[src/rtl/arith_pkg.sv]
// Shared arithmetic-block definitions: FSM state encoding plus the width helpers
// used by the Booth multiplier and divider and by their benches.
package arith_pkg;

    typedef enum logic [2:0] {
        IDLE = 3'd0,
        CALC = 3'd1,
        FIX  = 3'd2,
        ZERO = 3'd3,
        DONE = 3'd4
    } state_t;

    // Ceiling log2; used to size iteration counters that run 0..width-1.
    function automatic int clog2(input int value);
        int result;
        result = 0;
        for (int v = value - 1; v > 0; v = v >> 1) begin
            result = result + 1;
        end
        return result;
    endfunction

    // Most negative two's-complement value of the given width, low bits significant.
    function automatic logic [31:0] min_val(input int width);
        return 32'h1 << (width - 1);
    endfunction

endpackage

[src/rtl/booth_div_step.sv]
// One restoring-division iteration: shift {rem, quo} left, trial-subtract the
// divisor magnitude and keep the difference when it is non-negative.
module booth_div_step #(
    parameter int WIDTH = 4
) (
    input  logic [WIDTH:0]   rem,
    input  logic [WIDTH-1:0] quo,
    input  logic [WIDTH-1:0] dvs,
    output logic [WIDTH:0]   rem_next,
    output logic [WIDTH-1:0] quo_next
);

    logic [2*WIDTH:0] pair;
    logic [WIDTH:0]   rem_sh;
    logic [WIDTH-1:0] quo_sh;
    logic [WIDTH:0]   trial;

    // The partial remainder stays below |divisor|, so the bit shifted out of
    // the top is always zero and WIDTH+1 bits hold the signed trial result.
    always_comb begin
        pair     = {rem, quo} << 1;
        rem_sh   = pair[2*WIDTH:WIDTH];
        quo_sh   = pair[WIDTH-1:0];
        trial    = rem_sh - {1'b0, dvs};
        rem_next = trial[WIDTH] ? rem_sh : trial;
        quo_next = quo_sh | {{(WIDTH-1){1'b0}}, ~trial[WIDTH]};
    end

endmodule

[src/rtl/booth_div.sv]
// Sequential signed divider (restoring, one quotient bit per clock, truncating).
// Define BOOTH_DIV_OVF_FLAG_EN to add the ovf_o flag for MIN / -1.
module booth_div #(
    parameter int WIDTH = 4
) (
    input  logic             clk,
    input  logic             rst,
    input  logic             start,
    input  logic [WIDTH-1:0] dividend_i,
    input  logic [WIDTH-1:0] divisor_i,
    output logic             busy_o,
    output logic             done_o,
    output logic [WIDTH-1:0] quotient_o,
    output logic [WIDTH-1:0] remainder_o,
    output logic             div_by_zero_o
`ifdef BOOTH_DIV_OVF_FLAG_EN
    ,
    output logic             ovf_o
`endif
);
    import arith_pkg::*;

    localparam int CNT_W = clog2(WIDTH);

    state_t           state;
    state_t           state_next;
    logic [WIDTH:0]   rem;
    logic [WIDTH-1:0] quo;
    logic [WIDTH-1:0] dvs_mag;
    logic [WIDTH-1:0] dividend_q;
    logic             dividend_neg;
    logic             divisor_neg;
    logic [CNT_W-1:0] count;
    logic [WIDTH:0]   rem_step;
    logic [WIDTH-1:0] quo_step;
    logic [WIDTH-1:0] dividend_mag;
    logic [WIDTH-1:0] divisor_mag;

    assign dividend_mag = dividend_i[WIDTH-1] ? -dividend_i : dividend_i;
    assign divisor_mag  = divisor_i[WIDTH-1]  ? -divisor_i  : divisor_i;

    booth_div_step #(.WIDTH(WIDTH)) u_step (
        .rem      (rem),
        .quo      (quo),
        .dvs      (dvs_mag),
        .rem_next (rem_step),
        .quo_next (quo_step)
    );

    always_ff @(posedge clk or negedge rst) begin
        if (!rst) begin
            state <= IDLE;
        end else begin
            state <= state_next;
        end
    end

    always_comb begin
        state_next = state;
        busy_o     = (state != IDLE);
        done_o     = (state == DONE);
        case (state)
            IDLE: if (start) state_next = (divisor_i == '0) ? ZERO : CALC;
            CALC: if (count == CNT_W'(WIDTH - 1)) state_next = FIX;
            FIX:  state_next = DONE;
            ZERO: state_next = DONE;
            DONE: state_next = IDLE;
            default: state_next = IDLE;
        endcase
    end

    // The quotient register starts as |dividend| and fills with quotient bits
    // from the bottom while the dividend bits move into rem from the top.
    always_ff @(posedge clk or negedge rst) begin
        if (!rst) begin
            rem           <= '0;
            quo           <= '0;
            dvs_mag       <= '0;
            dividend_q    <= '0;
            dividend_neg  <= 1'b0;
            divisor_neg   <= 1'b0;
            count         <= '0;
            quotient_o    <= '0;
            remainder_o   <= '0;
            div_by_zero_o <= 1'b0;
        end else begin
            case (state)
                IDLE: if (start) begin
                    dividend_q    <= dividend_i;
                    dividend_neg  <= dividend_i[WIDTH-1];
                    divisor_neg   <= divisor_i[WIDTH-1];
                    dvs_mag       <= divisor_mag;
                    quo           <= dividend_mag;
                    rem           <= '0;
                    count         <= '0;
                    quotient_o    <= '0;
                    remainder_o   <= '0;
                    div_by_zero_o <= 1'b0;
                end
                CALC: begin
                    rem   <= rem_step;
                    quo   <= quo_step;
                    count <= count + CNT_W'(1);
                end
                FIX: begin
                    quotient_o  <= (dividend_neg ^ divisor_neg) ? -quo : quo;
                    remainder_o <= dividend_neg ? -rem[WIDTH-1:0] : rem[WIDTH-1:0];
                end
                ZERO: begin
                    quotient_o    <= '1;
                    remainder_o   <= dividend_q;
                    div_by_zero_o <= 1'b1;
                end
                default: ;
            endcase
        end
    end

`ifdef BOOTH_DIV_OVF_FLAG_EN
    localparam logic [WIDTH-1:0] MIN_VAL = WIDTH'(min_val(WIDTH));

    logic ovf_pending;

    always_ff @(posedge clk or negedge rst) begin
        if (!rst) begin
            ovf_pending <= 1'b0;
            ovf_o       <= 1'b0;
        end else if (state == IDLE && start) begin
            ovf_pending <= (dividend_i == MIN_VAL) && (divisor_i == '1);
            ovf_o       <= 1'b0;
        end else if (state == FIX) begin
            ovf_o <= ovf_pending;
        end
    end
`else
    // MIN / -1 wraps to quotient MIN, remainder 0 with no indication.
`endif

endmodule

[config.mk]
export PLATFORM = sky130hd
export DESIGN_NAME = booth_div
export DESIGN_NICKNAME = d
export VERILOG_FILES = /design/src/rtl/arith_pkg.sv /design/src/rtl/booth_div_step.sv /design/src/rtl/booth_div.sv
export SDC_FILE = /design/constraint.sdc
export NUM_CORES = 1
export LEC_CHECK = 0
export BUFFER_PORTS_ARGS = -buffer_cell sky130_fd_sc_hd__buf_4
export CAP_MARGIN = 20
export CORE_MARGIN = 3
export CORE_UTILIZATION = 50
export CTS_BUF_LIST = sky130_fd_sc_hd__clkbuf_8
export DETAILED_ROUTE_END_ITERATION = 10
export PLACE_DENSITY = 0.75
export SETUP_SLACK_MARGIN = 0.1
export SKIP_LAST_GASP = 1
export SYNTH_ARGS = -nofsm -noshare
export SYNTH_HDL_FRONTEND = slang
export SYNTH_SLANG_ARGS = --single-unit
export TNS_END_PERCENT = 20
[constraint.sdc]
create_clock -name clk -period 5.55 [get_ports clk]
set_clock_uncertainty 0.05 [all_clocks]
set_input_delay 1.11 -clock clk [delete_from_list [all_inputs] [get_ports clk]]
set_output_delay 1.11 -clock clk [all_outputs]
set_load 0.01 [all_outputs]
# Word level (Yosys, flattened, before mapping)

Index checks and enable logic that the tools add are counted.

Bits in registers: 32
Input port bits: 11
Word-level logic and storage cells: 59

$add $sub $neg: 6
Eq/ne operators: 7
Multiplexer cells: 20
Bitwise logic cells: 3
Reductions and logical operators: 12

Operators with widths:

| operator                                                               | count |
|---|---|
| 4-bit 2-to-1 mux                                                       | 8 |
| 4-bit case mux with 3 select lines                                     | 2 |
| 4-bit negator                                                          | 4 |
| 4-bit case mux with 2 select lines                                     | 2 |
| 2-bit AND reduction                                                    | 5 |
| 3-bit case mux with 3 select lines                                     | 1 |
| 3-bit by 2-bit equality test with 1-bit output (second input constant) | 2 |
| 3-bit 2-to-1 mux                                                       | 2 |
| 3-bit nonzero test                                                     | 2 |
| 5-bit by 4-bit subtractor with 5-bit output                            | 1 |
| 4-bit logical NOT                                                      | 1 |
| 2-bit 2-to-1 mux                                                       | 2 |
| 2-bit != test (second input constant)                                  | 2 |
| 4-bit by 1-bit OR with 4-bit output                                    | 1 |
| 2-bit case mux with 2 select lines                                     | 1 |
| 2-bit nonzero test                                                     | 2 |
| 3-bit by 1-bit equality test with 1-bit output (second input constant) | 1 |
| 3-bit equality test (second input constant)                            | 1 |
| 3-bit logical NOT                                                      | 1 |
| 2-bit by 1-bit adder with 2-bit output (second input constant)         | 1 |
| 2-bit equality test (second input constant)                            | 1 |
| 1-bit case mux with 2 select lines                                     | 1 |
| 2-bit OR reduction                                                     | 1 |
| 1-bit 2-to-1 mux                                                       | 1 |
| other kinds (2)                                                        | 2 |

# Longest topological paths before layout

Word-level depth: 4
Depth in mapped cells: 8

# Cells and area by module

From an unflattened synthesis, not the netlist that was laid out.

Cells, all modules: 194
Area total of the unflattened synthesis: 1,845.5 um2

Modules (own cells, without submodules):

| module         | times used | cells an instance | area each (um2) | sequential area each (um2) |
|---|---|---|---|---|
| booth_div      | 1          | 163               | 1,592.8         | 800.8 |
| booth_div_step | 1          | 31                | 252.7           | 0.0 |

# Worst setup path before layout

No wires, ideal clock.

Path kind: flip-flop to output port
From: register state[0]
To: output port done_o
Data arrival time: 1.044 ns
Required time: 4.390 ns
Setup slack: 3.346 ns
Cell stages (with the launch flop): 4
Buffers on the path: 2
Path through: dfrtp_1 clkbuf_1 buf_2 nor3b_1

Word-level cells in the longest chain between the ends: 1

RTL lines:

| item                   | RTL line        | RTL |
|---|---|---|
| from (decl)            | booth_div.sv:25 | `state_t state;` |
| from (signal assigned) | booth_div.sv:54 | `state <= state_next;` |
| 3-bit equality test    | booth_div.sv:61 | `done_o = (state == DONE);` |
| to (decl)              | booth_div.sv:12 | `output logic done_o,` |

No other way between the ends.

# Worst setup path after layout

From: register state[0]
To: output port busy_o

Word-level cells in the longest chain between the ends: 1

RTL lines:

| item               | RTL line        | RTL |
|---|---|---|
| 3-bit nonzero test | booth_div.sv:60 | `busy_o = (state != IDLE);` |
| to (decl)          | booth_div.sv:11 | `output logic busy_o,` |

No other way between the ends.

==> summary.txt <==
Clocking
  – Clock insertion delay at the later pin of the skew report: 280 ps
  – Setup Buffers After CTS: 0
  – Num CTS Buffers: 5
  – Maximum buffer depth of the clock tree: 2
  – Number of buffers inserted for hold repair after clock tree synthesis: 0
  – Clock tree from TritonCTS: built
  – Post-CTS resize count: 0
  – Register clock-pin slew on the reported worst setup and hold paths: 60 ps
  – Root cell of the clock tree: clkbuf_8
  – Total number of H-tree levels: 2
  – Number of sinks driven by the clock tree: 31

Placed design
  – Weighted congestion at the end of routability-driven global placement: 0.825
  – Pre-CTS setup slack: 3200 ps
  – Port bufs: 21
  – Area post-placement: 1900 sq um
  – DP HPWL: 2760 um

Yosys
  – Commonest register cell after synthesis: dfrtp_1
  – Mean instance size in the synthesized netlist: 9.24 sq um
  – Portion of synthesized cell area occupied by the leading cell type: 0.451
  – Sequential area share after synthesis: 0.451
  – Post-synthesis net count: 207
  – Xor and xnor area share after synthesis: 0.0568
  – Number of different library cells in the post-synthesis netlist: 31
  – Cell type with the highest aggregate area in the netlist: dfrtp_1
  – Compound-Gate Fraction of Synth Area: 0.146
  – Async S/R FF share, synth: 1.00
  – Register bit total from synthesis: 31
  – Number of flops mapped to enable cells by yosys: 0
  – Gate count of the mapped netlist: 186
  – Main combinational cell family by area after synthesis: simple AND/OR/NAND/NOR gates
  – Mux cell area share after synthesis: 0.0466
  – Arithmetic-cell share of the synthesized area counting full adders, half adders and majority gates: 0.0771
  – Post-synthesis share of cell area spent on and, or, nand and nor gates: 0.175
  – Synth warnings: 0
  – Synth Cell Area: 1720 sq um
  – Synth area leaders: dfrtp_1 45%, nand2_1 7.0%, ha_1 6.6%

Power
  – Share of total power in combinational logic: 0.508
  – Net switching share of the total power: 0.427
  – IR drop worst, VDD: 301 uV
  – Net switching component of the power: 0.542 mW
  – Clock network fraction of total power: 0.153
  – Cell-internal power: 0.728 mW
  – Static leakage: 0.973 nW
  – Seq pwr share: 0.338
  – Power density over the cells: 634 nW/um^2
  – Final total power: 1.27 mW

Drt
  – Drt pass-1 iters: 4
  – Drt via density: 5.55
  – Number of vias in the routed layout: 1404
  – Number of nets still failing antenna checks after routing: 0
  – First DRT Iteration DRCs: 77
  – Remaining DRCs: 0
  – Detailed-route wire length per cell: 14.7 um
  – Aggregate routed wire length: 3720 um

Floorplanning
  – Total core area: 3150 sq um
  – Rows: 20
  – Die extent in x: 64.6 um
  – Initial core utilization: 0.545
  – DIE AREA: 4180 sq um
  – Height of the die: 64.6 um
  – Count of pins on the block boundary: 22

Run
  – Maximum Capacitance Violations: 0

GRT
  – GRT Total Usage: 0.195
  – Largest net degree at the start of global routing: 32
  – Global-route wire length before repair: 6290 um
  – Antenna violations before repair: 0
  – Number of global-route vias before repair: 1374
  – Total overflow reported by the global router: 0

Timing
  – Unrepaired setup endpoints after global routing: false
  – Setup_tns: 0 ps
  – Actual slew at the worst max-slew pin: 634 ps
  – Shortest clock period the worst path allows after layout: 2640 ps
  – Final worst-path setup slack: 2910 ps
  – Endpoints failing hold: 0
  – Fin crit share: 0.476
  – Worst slack on hold paths: 438 ps
  – Achievable clock frequency: 0.379 GHz
  – Total count of max-transition violations in the final report: 0
  – Headroom to the max-slew limit: 0.576
  – Number of failing setup endpoints in the final timing report: 0

Worst hold path
  – Hold path endpoint: dvs_mag[0]
  – Min-Delay Startpoint: dvs_mag[0]
  – Worst hold stages: 2
  – Class of the tightest hold or removal check: reg -> reg

Setup path
  – Reg-to-reg critical path endpoint: rem[2]
  – Depth of the worst register-to-register path: 8
  – Crit Path Category: reg -> out
  – Sort of element at the end of the critical path: primary output
  – Largest stage delay on the critical path: 590 ps
  – Required @ worst endpoint: 4390 ps
  – Critical Path Source Type: flip-flop
  – Largest delay contributor family on the critical path: flip-flops
  – Maximum fanout along the worst path: 20
  – Crit path buf inv count: 2
  – Crit path arrival time: 1480 ps
  – Crit path cell chain: nor3_1, inv_1, buf_4
  – Standard cell with the maximum stage delay on the critical path: dfrtp_1
  – R2R Setup Slk: 3340 ps
  – Reg2reg start: quo[3]

Final layout
  – Area growth from synthesis to layout: 16.6%
  – Layout net count: 229
  – Area of all placed cells without fillers: 2000 sq um
  – Diode insertion count for antenna repair: 0
  – Filler Cells Inserted: 268
  – Fraction of final layout cells with drive strength greater than 1: 0.153

Run status
  – Outcome: finished clean
[how the worst max path moves through the flow]
stage / cells after the start / from / slack (ps) / end
after CTS: 3 / state[0] / 2890 / busy_o
after floorplan: 3 / state[0] / 3350 / done_o
final: 3 / state[0] / 2910 / busy_o
after detailed placement: 3 / state[0] / 3200 / busy_o
after global routing: 3 / state[0] / 2800 / busy_o
after global placement: 3 / state[0] / 3280 / busy_o
[state kept, by name, summed over array words and instances, names as in the netlist]
name,flops
dividend_q,4
count,2
quotient_o,4
rem,4
div_by_zero_o,1
dvs_mag,4
remainder_o,4
state,3
quo,4
divisor_neg,1
[layout make-up]
type | instances | area, sq um | share of cell area
Multi-Input combinational cell | 135 | 863 | 0.431
Sequential cell | 31 | 776 | 0.387
Timing Repair Buffer | 21 | 158 | 0.0787
Clock buffer | 7 | 96.3 | 0.0481
Tap cell | 44 | 55.1 | 0.0275
Inverter | 14 | 52.6 | 0.0262
Clock inverter | 1 | 3.75 | 0.00187
[power groups by stage]
| stage | sequential (mW) | combinational [mW] | clock, mW |
|---|---|---|---|
| floorplan | 0.399 | 0.503 | 0 |
| global placement | 0.426 | 0.614 | 0 |
| detailed placement | 0.433 | 0.643 | 0 |
| CTS | 0.428 | 0.651 | 0.198 |
| global route | 0.446 | 0.717 | 0.206 |
| finish | 0.430 | 0.646 | 0.194 |
[worst reg2reg max path, stage by stage, from the launching register on]
cell and delay, ps:
dfrtp_1 340, inv_1 80, ha_1 230, fa_1 420, nand2b_2 230, a21oi_4 190
xor2_4 250, mux2i_1 240, o21ai_1 70
[synthesized netlist by cell type, types with 3 or more instances]
cell type / number
dfrtp_1: 31
nor3_1: 5
xnor2_1: 7
nor2b_1: 3
a22o_1: 3
ha_1: 9
buf_2: 4
nand3_1: 3
nor4b_1: 3
nor2_1: 13
nand2_1: 32
o21ai_1: 19
mux2i_1: 8
a21oi_1: 8
a22oi_1: 3
inv_1: 13
nand2b_1: 3
[per-stage QoR]
step                      utilization  cells
after global routing            0.636    253
after global placement          0.604    245
after floorplan                     -    186
after CTS                       0.636    253
final                           0.636    253
after detailed placement        0.604    245
[layer usage]
metal  track usage  vias to the layer above  share of wire
li1              -                      676              -
met1         0.245                      686           0.43
met2         0.320                       37           0.50
met3        0.0468                        5          0.055
met4        0.0871                        0          0.014
met5             0                        -              0
[cells in the final DEF (no fill, tap or decap), types with 7 or more instances in the layout]
| master | n |
|---|---|
| ha_1 | 9 |
| clkbuf_8 | 7 |
| xnor2_1 | 7 |
| a21oi_1 | 8 |
| dfrtp_1 | 31 |
| o21ai_1 | 19 |
| buf_4 | 21 |
| mux2i_1 | 8 |
| inv_1 | 14 |
| nor2_1 | 13 |
| nand2_1 | 32 |
[logic make-up (layout without fill, tap and decap cells)]
group           Yosys count  after routing
buf+inv                  20             43
flops                    31             31
mux                       8              8
compound gates           42             42
fa+ha+maj                10             10
xor+xnor                  9              9
simple gates             66             66
Note: power is estimated with default switching activity, not from simulation.
